`config.mk`:
```
export PLATFORM = sky130hd
export DESIGN_NAME = spi_result_tx
export DESIGN_NICKNAME = d
export VERILOG_FILES = /design/src/rtl/spi_result_tx.sv
export SDC_FILE = /design/constraint.sdc
export NUM_CORES = 1
export LEC_CHECK = 0
export CAP_MARGIN = 10
export CORE_UTILIZATION = 36
export CTS_CLUSTER_SIZE = 30
export DETAILED_ROUTE_END_ITERATION = 12
export GPL_TIMING_DRIVEN = 0
export PLACE_DENSITY = 0.6
export SLEW_MARGIN = 20
export SYNTH_ARGS = -nofsm -noshare
export SYNTH_HDL_FRONTEND = slang
export SYNTH_SLANG_ARGS = --single-unit
```
`constraint.sdc`:
```
create_clock -name clk -period 3.3 [get_ports clk]
set_clock_uncertainty 0.1 [all_clocks]
set_input_delay 0.66 -clock clk [delete_from_list [all_inputs] [get_ports clk]]
set_output_delay 0.66 -clock clk [all_outputs]
set_load 0.005 [all_outputs]
```
`src/rtl/spi_result_tx.sv`:
```
// Serial result transmitter: captures a DATASIZE-bit word and shifts it out MSB-first.
// Latency: the first bit is visible in the first cs-low cycle after load; done follows the last bit's edge.
// Backpressure: load is accepted only while ready; shifting advances only while cs is low.
//
// Ports:
//   clk      system clock, rising-edge state updates
//   rst      asynchronous active-low reset
//   load     capture data_in when ready=1
//   data_in  word to transmit
//   cs       active-low select from the external reader
//   miso     serial data out, MSB first (0 when not selected or idle)
//   ready    idle, can accept load
//   busy     word held or shifting
//   done     one-cycle pulse after the last bit of the frame
//
// Optional: define SPI_TX_CRC8_EN to append a CRC-8 (poly 0x07, init 0x00)
// over the data bits, making the frame DATASIZE+8 bits long.
module spi_result_tx #(
  parameter int DATASIZE = 128,
  parameter int CNTW     = $clog2(DATASIZE + 8)
) (
  input  logic                clk,
  input  logic                rst,
  input  logic                load,
  input  logic [DATASIZE-1:0] data_in,
  input  logic                cs,
  output logic                miso,
  output logic                ready,
  output logic                busy,
  output logic                done
);

  typedef enum logic [1:0] {
    IDLE  = 2'd0,
    ARMED = 2'd1,
    SHIFT = 2'd2
`ifdef SPI_TX_CRC8_EN
    , CRC = 2'd3
`endif
  } state_t;

  localparam logic [CNTW-1:0] LAST_DATA = CNTW'(DATASIZE - 1);
`ifdef SPI_TX_CRC8_EN
  localparam logic [CNTW-1:0] LAST_CRC  = CNTW'(DATASIZE + 7);
`endif

  state_t              state, state_nxt;
  logic [DATASIZE-1:0] shreg, shreg_nxt;
  logic [CNTW-1:0]     count, count_nxt;
  logic                done_nxt;

`ifdef SPI_TX_CRC8_EN
  logic [7:0] crc, crc_nxt, crc_step;

  // CRC advanced by the data bit currently leaving the shift register.
  always_comb begin
    crc_step = {crc[6:0], 1'b0} ^ ({8{crc[7] ^ shreg[DATASIZE-1]}} & 8'h07);
  end
`endif

  always_ff @(posedge clk or negedge rst) begin
    if (!rst) begin
      state <= IDLE;
      shreg <= '0;
      count <= '0;
      done  <= 1'b0;
`ifdef SPI_TX_CRC8_EN
      crc   <= 8'h00;
`endif
    end else begin
      state <= state_nxt;
      shreg <= shreg_nxt;
      count <= count_nxt;
      done  <= done_nxt;
`ifdef SPI_TX_CRC8_EN
      crc   <= crc_nxt;
`endif
    end
  end

  always_comb begin
    state_nxt = state;
    shreg_nxt = shreg;
    count_nxt = count;
    done_nxt  = 1'b0;
`ifdef SPI_TX_CRC8_EN
    crc_nxt   = crc;
`endif
    case (state)
      IDLE: begin
        if (load) begin
          shreg_nxt = data_in;
          count_nxt = '0;
          state_nxt = ARMED;
`ifdef SPI_TX_CRC8_EN
          crc_nxt   = 8'h00;
`endif
        end
      end
      ARMED: begin
        if (!cs) begin
          shreg_nxt = {shreg[DATASIZE-2:0], 1'b0};
          count_nxt = CNTW'(1);
          state_nxt = SHIFT;
`ifdef SPI_TX_CRC8_EN
          crc_nxt   = crc_step;
`endif
        end
      end
      SHIFT: begin
        if (!cs) begin
          shreg_nxt = {shreg[DATASIZE-2:0], 1'b0};
`ifdef SPI_TX_CRC8_EN
          crc_nxt   = crc_step;
`endif
          if (count == LAST_DATA) begin
`ifdef SPI_TX_CRC8_EN
            // Data exhausted: keep counting through the CRC trailer.
            count_nxt = count + CNTW'(1);
            state_nxt = CRC;
`else
            state_nxt = IDLE;
            done_nxt  = 1'b1;
`endif
          end else begin
            count_nxt = count + CNTW'(1);
          end
        end
      end
`ifdef SPI_TX_CRC8_EN
      CRC: begin
        if (!cs) begin
          crc_nxt = {crc[6:0], 1'b0};
          if (count == LAST_CRC) begin
            state_nxt = IDLE;
            done_nxt  = 1'b1;
          end else begin
            count_nxt = count + CNTW'(1);
          end
        end
      end
`endif
      default: state_nxt = IDLE;
    endcase
  end

  // miso is combinational so each bit appears in the same cycle cs goes low.
  always_comb begin
    miso = 1'b0;
    if (!cs) begin
      case (state)
        ARMED, SHIFT: miso = shreg[DATASIZE-1];
`ifdef SPI_TX_CRC8_EN
        CRC:          miso = crc[7];
`endif
        default:      miso = 1'b0;
      endcase
    end
  end

  assign ready = (state == IDLE);
  assign busy  = (state != IDLE);

endmodule
```
==> Word level (Yosys, flattened, before mapping) <==
Cells that the tools add are included.
{ "op_classes": {"n_eq_ne": 9, "n_reduce_logical": 8, "addsub": 1, "muxes": 18} }
{ "op_table": {"columns": ["op", "n"], "rows": [
  ["128-bit 2-to-1 mux", 2],
  ["128-bit case mux with 2 select lines", 1],
  ["8-bit 2-to-1 mux", 4],
  ["8-bit case mux with 3 select lines", 1],
  ["2-bit != test (second input constant)", 6],
  ["8-bit by 1-bit adder with 8-bit output (second input constant)", 1],
  ["8-bit by 7-bit equality test with 1-bit output (second input constant)", 1],
  ["2-bit 2-to-1 mux", 4],
  ["2-bit case mux with 3 select lines", 1],
  ["1-bit 2-to-1 mux", 5],
  ["5-bit AND reduction", 1],
  ["4-bit AND reduction", 1],
  ["2-bit nonzero test", 2],
  ["3-bit AND reduction", 1],
  ["3-bit nonzero test", 1],
  ["2-bit by 1-bit equality test with 1-bit output (second input constant)", 1],
  ["2-bit equality test (second input constant)", 1],
  ["2-bit logical NOT", 1],
  ["2-bit OR reduction", 1]
]} }
{ "word_totals": {"inputBits": 132, "reg_bits": 139, "elab_cells": 40} }

==> Longest topological paths before layout <==
Gate-level depths: netlist of run 1.
{ "depth": {"word_depth": 4, "depth_mapped": 9, "ltp_nobuf": 6} }

==> Worst setup path after synthesis of run 1 <==
Ideal clock, no wire load.
{ "synth_path": {"kind": "register to output", "from": "reg state[0]", "to": "out miso", "stages_incl_launch_ff": 7, "setup_slack_ns": 1.098, "t_arrival_ns": 1.442, "path_buffers": 3, "required_time_ns": 2.540, "cell_sequence": "dfrtp_1 -> inv_1 -> ha_1 -> buf_2 -> buf_2 -> buf_2 -> and3b_1"} }
{ "synth_via": {"elab_chain_len": 4, "elab_cells_between_ends": 5} }
{ "synth_rtl": {"columns": ["item", "line_no", "rtl"], "rows": [
  ["from (decl)", "47", "state_t state, state_nxt;"],
  ["from (signal assigned)", "71", "state <= state_nxt;"],
  ["2-bit equality test / 2-bit by 1-bit equality test with 1-bit output (equally long branches)", "151", "case (state)"],
  ["2-bit OR reduction (no source line) *", null, null],
  ["1-bit 2-to-1 mux *", "151", null],
  ["1-bit 2-to-1 mux *", "150", "if (!cs) begin"],
  ["to (decl)", "27", "output logic miso,"]
]} }
Mark *: on every way between the ends. The rest lies on a longest branch, timed or not.

==> Worst setup path in the final report of run 1 <==
Ends and elaborated chain as after synthesis.

==> results of run 1 <==
==> routing by layer <==
metal,part of all wire,track usage,vias to the layer above
met1,0.43,0.206,2492
met5,0.00082,0,-
met4,0.014,0.0537,2
met2,0.47,0.287,134
li1,-,-,2523
met3,0.078,0.0714,21
==> cell usage after synthesis, drive strengths merged (4+ instances only) <==
| master | count | share of area |
|---|---|---|
| dfrtp | 139 | 0.53 |
| o21ai | 8 | 0.0061 |
| ha | 5 | 0.0095 |
| mux2i | 127 | 0.19 |
| a21oi | 132 | 0.10 |
| nor2 | 130 | 0.074 |
| inv | 4 | 0.0023 |
| nand2 | 7 | 0.0040 |
| buf | 46 | 0.039 |
==> final timing paths <==
kind | from | to
min in group clk | shreg[24] | shreg[24]
setup reg to reg | state[0] | shreg[97]
setup / recovery | state[0] | miso
hold reg to reg | shreg[24] | shreg[24]
max in group asynchronous | rst | shreg[44]
hold / removal | rst | shreg[115]
==> kinds of logic after synthesis <==
family	Yosys count
AO/OA/AOI/OAI	154
adder cells (fa/ha/maj)	5
buffers and inverters	50
AND/OR/NAND/NOR	159
flip-flops	139
multiplexers	128
==> state kept, by name, summed over array words and instances, names as in the netlist <==
| signal | count |
|---|---|
| shreg | 128 |
| done | 1 |
| state | 2 |
| count | 8 |
==> placed cells by master (no fill, tap or decap), drive strengths merged, types with 2 or more instances in the layout <==
cell and count:
nand3b 2, buf 49, ha 5, a211oi 2, inv 4, clkbuf 24
bufinv 3, o21ai 8, nand4 2, o311ai 3, and3b 2, clkinv 3
mux2i 127, clkdlybuf4s50 133, nand2 7, a21oi 132, nor3 3, nor2b 2
a31oi 3, nor2 130, dfrtp 139, nand3 3
==> worst max-delay path, delay by kind of cell (launching register included) <==
| family | cells | cell delay (ns) |
|---|---|---|
| DFF | 1 | 0.40 |
| and+or+nand+nor | 1 | 0.16 |
| buffers and inverters | 5 | 0.80 |
| adders and majority gates | 1 | 0.28 |
==> stage by stage <==
stage	TNS [ns]	std cells	hold slack [ns]
3_3_place_gp	-562.64	999	0.406
3_5_place_dp	0	1000	0.417
2_1_floorplan	0	635	0.264
5_1_grt	0	1032	0.103
6_report	0	1032	0.0756
4_1_cts	0	1031	0.0915
==> power by group through the flow <==
| stage | sequential (W) | combinational [W] | clock (W) |
|---|---|---|---|
| 6_report | 0.00299 | 0.00508 | 0.00196 |
| 5_1_grt | 0.00308 | 0.00566 | 0.00208 |
| 4_1_cts | 0.00299 | 0.00515 | 0.00200 |
| 3_5_place_dp | 0.00301 | 0.00510 | 0 |
| 3_3_place_gp | 0.00297 | 0.00490 | 0 |
| 2_1_floorplan | 0.00289 | 0.00391 | 0 |
==> layout make-up <==
type	instances	share of cell area
Sequential cell	139	0.391
Inverter	4	0.00169
Timing Repair Buffer	137	0.157
Buffer	46	0.0309
Clock buffer	24	0.0553
Multi-Input combinational cell	446	0.320
Tap cell	229	0.0322
Clock inverter	7	0.0127
==> what timing repair did <==
item,4_1_cts,5_1_grt
resized for setup,5,1
endpoints found under the setup margin,1,1
buffers inserted,0,1
gates cloned,0,0
pin swaps,0,0
==> out/summary.md, run 1 <==
The mapped cell area is 0.00660 mm2, and the transition time at the pin with the least slew margin is 0.679 ns. The total of endpoints with negative setup slack in the final report was 0. After floorplanning, the core was sized to cover 0.0180 mm2. The tools report the number of antenna violations at the first check in global routing as 1. Xor/xnor cell area share of the yosys netlist: 0. The number of cell instances on the worst register-to-register path was 8. Total power for the finished layout comes to 0.0100 W. Setup repair after global routing left no endpoint under its margin. The run gives 0 as the number of max-slew violations in the final report. The share of synthesized cell area in and, or, nand and nor gates was 0.101. The core occupancy in the finished layout came out at 0.495.

The total overflow left after global routing is 0. The multi-input combinational cells in the finished layout cover a total of 0.00284 mm2. The placed wire-length estimate after detailed placement was 11,300 um. Dividing the detail-routed wire length by the instance count gives 15.3 um.

The fraction of power spent switching nets was 0.395; the number of rows in the core area was 49. Post-synthesis average cell area: 10.4 um2. Deepest clock path buffer count: 2. The slowest stage of the critical path belongs to the cell sky130_fd_sc_hd__dfrtp_1. Clock-pin slew reported for the worst setup and hold paths after clock tree synthesis: 0.06 ns. Once detail routing completed, the nets flagged for antenna violations numbered 0. During synthesis, Yosys emitted a total of 0 warnings.

The cell area after layout came out at 0.00890 mm2. The critical path goes through inv_1 > ha_1 > buf_4 > buf_6 > buf_6 > and3b_1 > dlymetal6s2s_1. The run gives 0.367 as the effective utilization at floorplan.

The run finished with clean final reports. The die boundary width was 137 um; the post-synthesis instance total was 635. The placed instances occupy a cell area of 0.00827 mm2. For this design the ratio of total power to cell area is 1130 mW/mm2. 0 antenna diodes ended up in the layout.

Relative to the synthesized area, the layout overhead comes to 34.9%. The first global-routing pass estimated 25,200 um of wire. STA classifies the critical path startpoint as a flip-flop. The number of global-route vias before repair came out at 5,330. Cell internal power was estimated by the tool at 0.00607 W. For this design the top-level I/O count stands at 136. Across all layers, the routed design uses 5,172 vias.

For the setup slack at placement, the log shows 0.0984 ns. The total routing usage reported by global routing was 0.174; the post-synthesis compound-gate area fraction was 0.126. TritonCTS built the clock tree. The sequential share of power was 0.298.

Buffers inserted to repair hold after CTS numbered 0. After synthesis, the largest family of logic cells by area is multiplexers. The share of layout cells above drive strength 1 was 0.0996; the fraction of the mapped netlist area in adder cells was 0.00948. From bottom edge to top edge, the die measures 137 um. The proportion of synthesized flip-flops having asynchronous set or reset works out to 1.00.

The logs give 0.507 for the combinational share of power and 2.07 ns for the arrival time reported for the critical path endpoint. The required time of the critical path came out at 2.54 ns. At the end of routability-driven placement, the weighted congestion stood at 0.764.

Number of sinks on the clock net: 139. Most repeated library cell on the critical path: sky130_fd_sc_hd__buf_6. The path class of the tightest hold or removal check is primary input to asynchronous set/reset pin. After synthesis, the netlist uses 36 different library cells. The portion of the clock cycle consumed by the worst path in the final layout was 0.857. For the worst-skew pair, the clock arrives at the later sink with an insertion delay of 0.41 ns. The logs give 0.472 ns for the least setup slack across all paths after layout and 0 for the number of remaining DRC errors. The count of buffers added on input and output ports is 135. The tool flagged a number of max-cap violations equal to 0.

The storage element area is 0.00348 mm2, and the net load switching power is 0.00396 W. For the area of the die, the log shows 0.0189 mm2. The critical setup path kind was flip-flop to output port. The number of nets handed over by synthesis was 772.

Using the TritonRoute via totals, the vias-per-cell ratio works out to 5.01. The count of flip-flops with a built-in enable after synthesis works out to 0. The peak per-stage delay on the critical path is 0.40 ns, and the number of inserted filler cells in the final layout is 1,607.

The first routing iteration left 269 violations. Across all register-to-register paths, the minimum setup slack is 1.01 ns. The smallest clock period supported by the final layout is computed as 2.83 ns. Multiplexer share of the synthesized area: 0.194. For the clock network fraction of design power, the log shows 0.195. In the synthesized netlist the dominant register cell turns out to be sky130_fd_sc_hd__dfrtp_1. The largest net degree at the start of global routing was 80; the number of nets in the finished design was 928.

Counting the buffers created by CTS gives 17. The analysis attributes to cell leakage a power of 3.86 nW. Buffer cell driving the clock tree root: sky130_fd_sc_hd__clkbuf_16. The sequential share of the synthesized area came out at 0.527. Static timing analysis puts the maximum clock frequency at 354 MHz. The first-pass iteration count of the detailed router is 5, and the peak supply drop is 0.529 mV.

Deepest level of the CTS H-tree: 4. The worst setup path is captured at an output port. The biggest fanout along the worst timing path was 10. The remaining max-slew budget at the tightest pin is 0.548. The synthesized design contains 139 register bits. The aggregate routed wire length is 15,800 um. Number of hold-slack violations in the final timing report: 0.
No activity file was read; power rests on OpenSTA's default activity.
==> run 2, diff against run 1 <==
TNS_END_PERCENT = 30   (was not set)
==> results of run 2 <==
No change in the layout: final DEF, timing and power equal those of run 1.
